--- config.mk ---
export PLATFORM = sky130hd
export DESIGN_NAME = pipeline_hazard_ctrl_flat
export DESIGN_NICKNAME = d
export VERILOG_FILES = /design/src/rtl/pipeline_hazard_ctrl_if.sv /design/src/rtl/pipeline_hazard_ctrl.sv /design/src/flat_wrapper.sv
export SDC_FILE = /design/constraint.sdc
export NUM_CORES = 1
export LEC_CHECK = 0
export CAP_MARGIN = 20
export CORE_ASPECT_RATIO = 0.8
export CORE_MARGIN = 3
export CORE_UTILIZATION = 47
export DETAILED_ROUTE_END_ITERATION = 16
export GPL_TIMING_DRIVEN = 0
export MAX_ROUTING_LAYER = met4
export PLACE_DENSITY = 0.81
export RECOVER_POWER = 25
export SYNTH_ARGS = -nofsm -noshare
export SYNTH_HDL_FRONTEND = slang
export SYNTH_SLANG_ARGS = --single-unit
--- constraint.sdc ---
create_clock -name clk -period 2.38 [get_ports clk]
set_input_delay 0.476 -clock clk [delete_from_list [all_inputs] [get_ports clk]]
set_output_delay 0.476 -clock clk [all_outputs]
set_load 0.02 [all_outputs]
--- src/rtl/pipeline_hazard_ctrl_if.sv ---
// Hazard-unit signal bundle: pipeline status from ID/EX/MEM in, stall/flush controls and counters out.
interface pipeline_hazard_ctrl_if #(
   parameter int CNT_W = 16
);
   logic [4:0]       ID_Rn;
   logic [4:0]       ID_Rm;
   logic             ID_UsesRn;
   logic             ID_UsesRm;
   logic             EX_MemRead;
   logic [4:0]       EX_Rd;
   logic             MEM_MemAccess;
   logic             MEM_BranchTaken;
   logic             PC_Stall;
   logic             IFID_Stall;
   logic             IDEX_Stall;
   logic             EXMEM_Stall;
   logic             IFID_Flush;
   logic             IDEX_Flush;
   logic             EXMEM_Flush;
   logic [1:0]       State;
   logic [CNT_W-1:0] StallCycles;
   logic [CNT_W-1:0] FlushEvents;

   modport master (
      output ID_Rn, ID_Rm, ID_UsesRn, ID_UsesRm, EX_MemRead, EX_Rd,
             MEM_MemAccess, MEM_BranchTaken,
      input  PC_Stall, IFID_Stall, IDEX_Stall, EXMEM_Stall,
             IFID_Flush, IDEX_Flush, EXMEM_Flush, State, StallCycles, FlushEvents
   );

   modport slave (
      input  ID_Rn, ID_Rm, ID_UsesRn, ID_UsesRm, EX_MemRead, EX_Rd,
             MEM_MemAccess, MEM_BranchTaken,
      output PC_Stall, IFID_Stall, IDEX_Stall, EXMEM_Stall,
             IFID_Flush, IDEX_Flush, EXMEM_Flush, State, StallCycles, FlushEvents
   );
endinterface

--- src/rtl/pipeline_hazard_ctrl.sv ---
// Stall/flush sequencer for the 5-stage pipeline: load-use bubbles, branch redirects,
// multi-cycle memory freezes, plus saturating stall/flush event counters.
module pipeline_hazard_ctrl #(
   parameter int MEM_WAIT_CYCLES = 2,
   parameter int CNT_W           = 16,
   parameter int ZR_IDX          = 31
) (
   input logic                   clk,
   input logic                   Reset,
   pipeline_hazard_ctrl_if.slave bus
);
   localparam int                WAIT_W    = (MEM_WAIT_CYCLES > 1) ? $clog2(MEM_WAIT_CYCLES) : 1;
   localparam logic [WAIT_W-1:0] WAIT_LOAD = WAIT_W'((MEM_WAIT_CYCLES > 0) ? MEM_WAIT_CYCLES - 1 : 0);
   localparam logic [4:0]        ZR        = 5'(ZR_IDX);
   localparam logic [CNT_W-1:0]  CNT_MAX   = '1;

   typedef enum logic [1:0] {
      RUN      = 2'b00,
      MEM_WAIT = 2'b01,
      MEM_DONE = 2'b10
   } state_t;

   state_t            state, state_nxt;
   logic [WAIT_W-1:0] wait_cnt, wait_cnt_nxt;
   logic [CNT_W-1:0]  stall_cnt, flush_cnt;
   logic              lu;
   logic              stall_pc, stall_ifid, stall_idex, stall_exmem;
   logic              flush_ifid, flush_idex, flush_exmem;

   always_comb begin
      lu = bus.EX_MemRead && (bus.EX_Rd != ZR) &&
           ((bus.ID_UsesRn && (bus.ID_Rn == bus.EX_Rd)) ||
            (bus.ID_UsesRm && (bus.ID_Rm == bus.EX_Rd)));
   end

   always_comb begin
      state_nxt    = RUN;
      wait_cnt_nxt = wait_cnt;
      stall_pc     = 1'b0;
      stall_ifid   = 1'b0;
      stall_idex   = 1'b0;
      stall_exmem  = 1'b0;
      flush_ifid   = 1'b0;
      flush_idex   = 1'b0;
      flush_exmem  = 1'b0;
      case (state)
         MEM_WAIT: begin
            {stall_pc, stall_ifid, stall_idex, stall_exmem} = '1;
            // Counter holds cycles left including this one, so leave when it reaches 1 (or 0).
            if (wait_cnt == '0 || wait_cnt == WAIT_W'(1)) begin
               state_nxt = MEM_DONE;
            end else begin
               state_nxt    = MEM_WAIT;
               wait_cnt_nxt = wait_cnt - WAIT_W'(1);
            end
         end
         default: begin
            // RUN, MEM_DONE and the unused encoding; MEM_DONE ignores the finished access.
            if (state != MEM_DONE && bus.MEM_MemAccess && (MEM_WAIT_CYCLES > 0)) begin
               {stall_pc, stall_ifid, stall_idex, stall_exmem} = '1;
               wait_cnt_nxt = WAIT_LOAD;
               state_nxt    = MEM_WAIT;
            end else if (bus.MEM_BranchTaken) begin
               {flush_ifid, flush_idex, flush_exmem} = '1;
            end else if (lu) begin
               stall_pc   = 1'b1;
               stall_ifid = 1'b1;
               flush_idex = 1'b1;
            end
         end
      endcase
      if (Reset) begin
         {stall_pc, stall_ifid, stall_idex, stall_exmem} = '0;
         {flush_ifid, flush_idex, flush_exmem}           = '0;
      end
   end

   always_ff @(posedge clk) begin
      if (Reset) begin
         state     <= RUN;
         wait_cnt  <= '0;
         stall_cnt <= '0;
         flush_cnt <= '0;
      end else begin
         state    <= state_nxt;
         wait_cnt <= wait_cnt_nxt;
         if (stall_pc && stall_cnt != CNT_MAX) begin
            stall_cnt <= stall_cnt + 1'b1;
         end
         if ((flush_ifid || flush_idex || flush_exmem) && flush_cnt != CNT_MAX) begin
            flush_cnt <= flush_cnt + 1'b1;
         end
      end
   end

   assign bus.PC_Stall    = stall_pc;
   assign bus.IFID_Stall  = stall_ifid;
   assign bus.IDEX_Stall  = stall_idex;
   assign bus.EXMEM_Stall = stall_exmem;
   assign bus.IFID_Flush  = flush_ifid;
   assign bus.IDEX_Flush  = flush_idex;
   assign bus.EXMEM_Flush = flush_exmem;
   assign bus.State       = state;
   assign bus.StallCycles = stall_cnt;
   assign bus.FlushEvents = flush_cnt;
endmodule
--- src/flat_wrapper.sv ---
// flat-port wrapper written by rule: the top's interface ports become plain ports
module pipeline_hazard_ctrl_flat 
#(
   parameter int MEM_WAIT_CYCLES = 2,
   parameter int CNT_W           = 16,
   parameter int ZR_IDX          = 31
)
  (clk, Reset, bus_ID_Rn, bus_ID_Rm, bus_ID_UsesRn, bus_ID_UsesRm, bus_EX_MemRead, bus_EX_Rd, bus_MEM_MemAccess, bus_MEM_BranchTaken, bus_PC_Stall, bus_IFID_Stall, bus_IDEX_Stall, bus_EXMEM_Stall, bus_IFID_Flush, bus_IDEX_Flush, bus_EXMEM_Flush, bus_State, bus_StallCycles, bus_FlushEvents);
  pipeline_hazard_ctrl_if #(.CNT_W(CNT_W)) bus_i ();
  input logic clk;
  input logic Reset;
  input wire logic [$bits(bus_i.ID_Rn)-1:0] bus_ID_Rn;
  input wire logic [$bits(bus_i.ID_Rm)-1:0] bus_ID_Rm;
  input wire logic [$bits(bus_i.ID_UsesRn)-1:0] bus_ID_UsesRn;
  input wire logic [$bits(bus_i.ID_UsesRm)-1:0] bus_ID_UsesRm;
  input wire logic [$bits(bus_i.EX_MemRead)-1:0] bus_EX_MemRead;
  input wire logic [$bits(bus_i.EX_Rd)-1:0] bus_EX_Rd;
  input wire logic [$bits(bus_i.MEM_MemAccess)-1:0] bus_MEM_MemAccess;
  input wire logic [$bits(bus_i.MEM_BranchTaken)-1:0] bus_MEM_BranchTaken;
  output wire logic [$bits(bus_i.PC_Stall)-1:0] bus_PC_Stall;
  output wire logic [$bits(bus_i.IFID_Stall)-1:0] bus_IFID_Stall;
  output wire logic [$bits(bus_i.IDEX_Stall)-1:0] bus_IDEX_Stall;
  output wire logic [$bits(bus_i.EXMEM_Stall)-1:0] bus_EXMEM_Stall;
  output wire logic [$bits(bus_i.IFID_Flush)-1:0] bus_IFID_Flush;
  output wire logic [$bits(bus_i.IDEX_Flush)-1:0] bus_IDEX_Flush;
  output wire logic [$bits(bus_i.EXMEM_Flush)-1:0] bus_EXMEM_Flush;
  output wire logic [$bits(bus_i.State)-1:0] bus_State;
  output wire logic [$bits(bus_i.StallCycles)-1:0] bus_StallCycles;
  output wire logic [$bits(bus_i.FlushEvents)-1:0] bus_FlushEvents;
  assign bus_i.ID_Rn = bus_ID_Rn;
  assign bus_i.ID_Rm = bus_ID_Rm;
  assign bus_i.ID_UsesRn = bus_ID_UsesRn;
  assign bus_i.ID_UsesRm = bus_ID_UsesRm;
  assign bus_i.EX_MemRead = bus_EX_MemRead;
  assign bus_i.EX_Rd = bus_EX_Rd;
  assign bus_i.MEM_MemAccess = bus_MEM_MemAccess;
  assign bus_i.MEM_BranchTaken = bus_MEM_BranchTaken;
  assign bus_PC_Stall = bus_i.PC_Stall;
  assign bus_IFID_Stall = bus_i.IFID_Stall;
  assign bus_IDEX_Stall = bus_i.IDEX_Stall;
  assign bus_EXMEM_Stall = bus_i.EXMEM_Stall;
  assign bus_IFID_Flush = bus_i.IFID_Flush;
  assign bus_IDEX_Flush = bus_i.IDEX_Flush;
  assign bus_EXMEM_Flush = bus_i.EXMEM_Flush;
  assign bus_State = bus_i.State;
  assign bus_StallCycles = bus_i.StallCycles;
  assign bus_FlushEvents = bus_i.FlushEvents;
  pipeline_hazard_ctrl #(.MEM_WAIT_CYCLES(MEM_WAIT_CYCLES), .CNT_W(CNT_W), .ZR_IDX(ZR_IDX)) u_core (.clk(clk), .Reset(Reset), .bus(bus_i));
endmodule
==> results.toml <==
[run_status]
status = "completed"

[sta]
tightest_slew_ns = 0.523
max-slew-margin-rel = 0.651
final.period_utilization = 0.961
slew_violations = 0
finalSetupViolations = 0
hold_viol = 0
fmaxAchievable_ghz = 0.437
min_period_ns = 2.29
skew_ns = 0.00646
finalHoldWorstSlack_ns = 0.492

[clocking]
cts.sinks = 34
clkLatencyLatePin_ns = 0.30
hold_buffers = 0
cts_root_buf = "clkbuf_8"
cts_buffers = 5
cts_tree = "yes"
clock_path_buffers = 2
cts_max_level = 2
clk_pin_slew_ns = 0.07

[pwr]
pwr-share-clk = 0.368
p_sw_frac = 0.273
switchingPower_mw = 0.339
combPwrFrac = 0.165
ir_worst_vdd_uv = 336
intPower_mw = 0.905
p_per_area_nw_per_um2 = 433
leakage_nw = 1.11
seqPwrFrac = 0.467

[die]
die_area_sq_um = 5110
rows = 20
fp.coreArea_sq_um = 3950
die_w_um = 79.2
io_pins = 63
die_h_um = 64.5
start_util = 0.509

[setup_path]
r2r_slack_ns = 0.33
worst_setup_path_end_kind = "output pin"
critPathKind = "in2out"
cp_slowest_cell = "clkdlybuf4s50_1"
crit_family = "buffers and inverters"
cp_num_buf_inv = 5
cp-start-kind = "input port"
arrival_ns = 1.81
cp_max_fo = 3
r2r_start = "u_core.bus.State[1]"
crit_path_frequent_cell = "buf_6"
crit_required_ns = 1.90
crit_chain = "clkdlybuf4s50_1 -> xnor2_1 -> nand2_1 -> o22ai_4 -> a21oi_4 -> buf_6 -> inv_6 -> buf_4 -> buf_6"
critPathLaunch = "bus_ID_Rm[2]"
max_stage_delay_ns = 0.47

[grt]
grt_use_total = 0.232
antenna_found_initial = 0
grt_pass1_vias = 2009
grt_max_degree = 20
grt.overflow.total = 0
grt_pass1_wl_mm = 9.24

[detailed_routing]
firstDrtPassIters = 5
drt_iter0_markers = 114
wl_per_cell_um = 15.3
viasPerCell = 5.83
drc = 0
vias = 2180
drt_wl_total_mm = 5.72
drtAntennaViolNets = 0

[final_layout]
stdcell_area_sq_um = 2870
nets = 342
n_fill_cell = 342
drive_gt1_frac = 0.157
area_growth_pct = 42.8
insertedDiodeCount = 0

[hold_path]
hold_path.startpoint = "u_core.bus.FlushEvents[15]"
hp-class = "reg2reg"

[placement]
dpl.hpwl_mm = 4.05
place_area_sq_um = 2700
io_buffers = 62
gp_routability_congestion = 0.964

[logic_synthesis]
yosysUniqueCellTypes = 40
synthFlopType = "dfxtp_1"
ys_seq_area_frac = 0.338
synth_seq_cells = 34
netlist_instances = 240
ys_top_cells_by_area = "dfxtp_1 34%, or4_1 5.6%, xnor2_1 4.8%"
syn_nets = 264
synth_edf_count = 0
ys.warnings.count = 0
synth_top_cell_by_area = "dfxtp_1"
async_flop_share = 0
synth_area_sq_um = 2010
netlist.area_leader.share = 0.338
synth_area_per_cell_sq_um = 8.38

[job]
maxCapViolCount = 0
## worst reg2reg max path, stage by stage (launching register included)
cell	delay (ns)
dfxtp_1	0.37
inv_1	0.07
maj3_2	0.32
nand2b_4	0.23
a31o_4	0.27
buf_2	0.17
o311ai_0	0.34
o41ai_1	0.14
## sequential cells by signal, indices dropped and copies added, names as in the netlist
signal,cells
u_core.bus.FlushEvents,16
u_core.bus.StallCycles,16
u_core.bus.State,2
## final timing paths
path | end | cells after the start
hold reg to reg | u_core.bus.FlushEvents[15] | 2
hold / removal | u_core.bus.FlushEvents[15] | 2
setup / recovery | bus_PC_Stall | 9
setup reg to reg | u_core.bus.FlushEvents[3] | 7
## metal layers
layer | vias up | track usage | share of wire
li1 | 1061 | - | -
met1 | 1012 | 0.294 | 0.45
met2 | 96 | 0.352 | 0.45
met3 | 11 | 0.0611 | 0.085
met4 | 0 | 0.0966 | 0.020
met5 | - | - | 0
## stage by stage
step | total power [mW] | setup WS [ns] | std cells | setup TNS (ns) | utilization
detailed placement | 0.787 | -0.925 | 357 | -8.38 | 0.683
global route | 1.29 | -0.000564 | 374 | -0.000564 | 0.727
floorplan | 0.696 | 0.196 | 240 | 0 | -
CTS | 1.24 | -0.0174 | 368 | -0.0174 | 0.713
finish | 1.24 | 0.0938 | 374 | 0 | 0.727
global placement | 0.784 | -0.927 | 357 | -7.78 | 0.683
## Yosys cell counts, drive strengths merged (3+ instances only)
cell type / instances
buf: 10
clkbuf: 7
mux2: 5
xnor2: 11
a21oi: 19
nor3: 6
dfxtp: 34
and3: 12
nor2b: 5
and2: 5
nand2: 16
or4: 15
inv: 9
or3: 3
nand4: 7
o31ai: 12
o311ai: 5
o21ai: 6
nor2: 11
nand3: 19
o41ai: 3
## power groups by stage
stage,clock network [mW],logic (mW),registers (mW)
finish,0.457,0.206,0.581
global route,0.486,0.220,0.582
CTS,0.463,0.194,0.581
detailed placement,0,0.193,0.594
global placement,0,0.190,0.593
floorplan,0,0.0967,0.599
## layout make-up
class                      count  area (sq um)  share of cell area
buffer                        15          96.3              0.0335
clock buffer                   6          82.6              0.0287
clock inverter                 2          12.5             0.00435
inverter                       9          38.8              0.0135
multi-input combinational    180          1220               0.423
sequential                    34           681               0.237
tap                           55          68.8              0.0239
timing repair buffer          73           678               0.236
## kinds of logic (layout without fill, tap and decap cells)
kind of cell	after synthesis	in the layout	share of synthesized area
AOI/OAI and AO/OA	52	52	0.188
xor gates and xnor gates	11	11	0.0479
adders and majority gates	3	3	0.0180
buffers and inverters	26	105	0.0672
DFF	34	34	0.338
muxes	7	7	0.0379
and+or+nand+nor	107	107	0.303
## layout by cell type (no fill, tap or decap), types with 15 or more instances in the layout
cell type,instances
nand2_1,16
dfxtp_1,34
a21oi_1,17
dlygate4sd3_1,16
or4_1,15
clkdlybuf4s50_1,23
buf_4,16
nand3_1,19
dlygate4sd2_1,15
## timing repair
item | CTS | global route
setup endpoints to repair | 7 | 7
resized for setup | 41 | 6
pin swaps | 12 | 5
buffers inserted | 5 | 6
endpoints found under the hold margin | 0 | 0
Power figures use the tool's default switching activity.
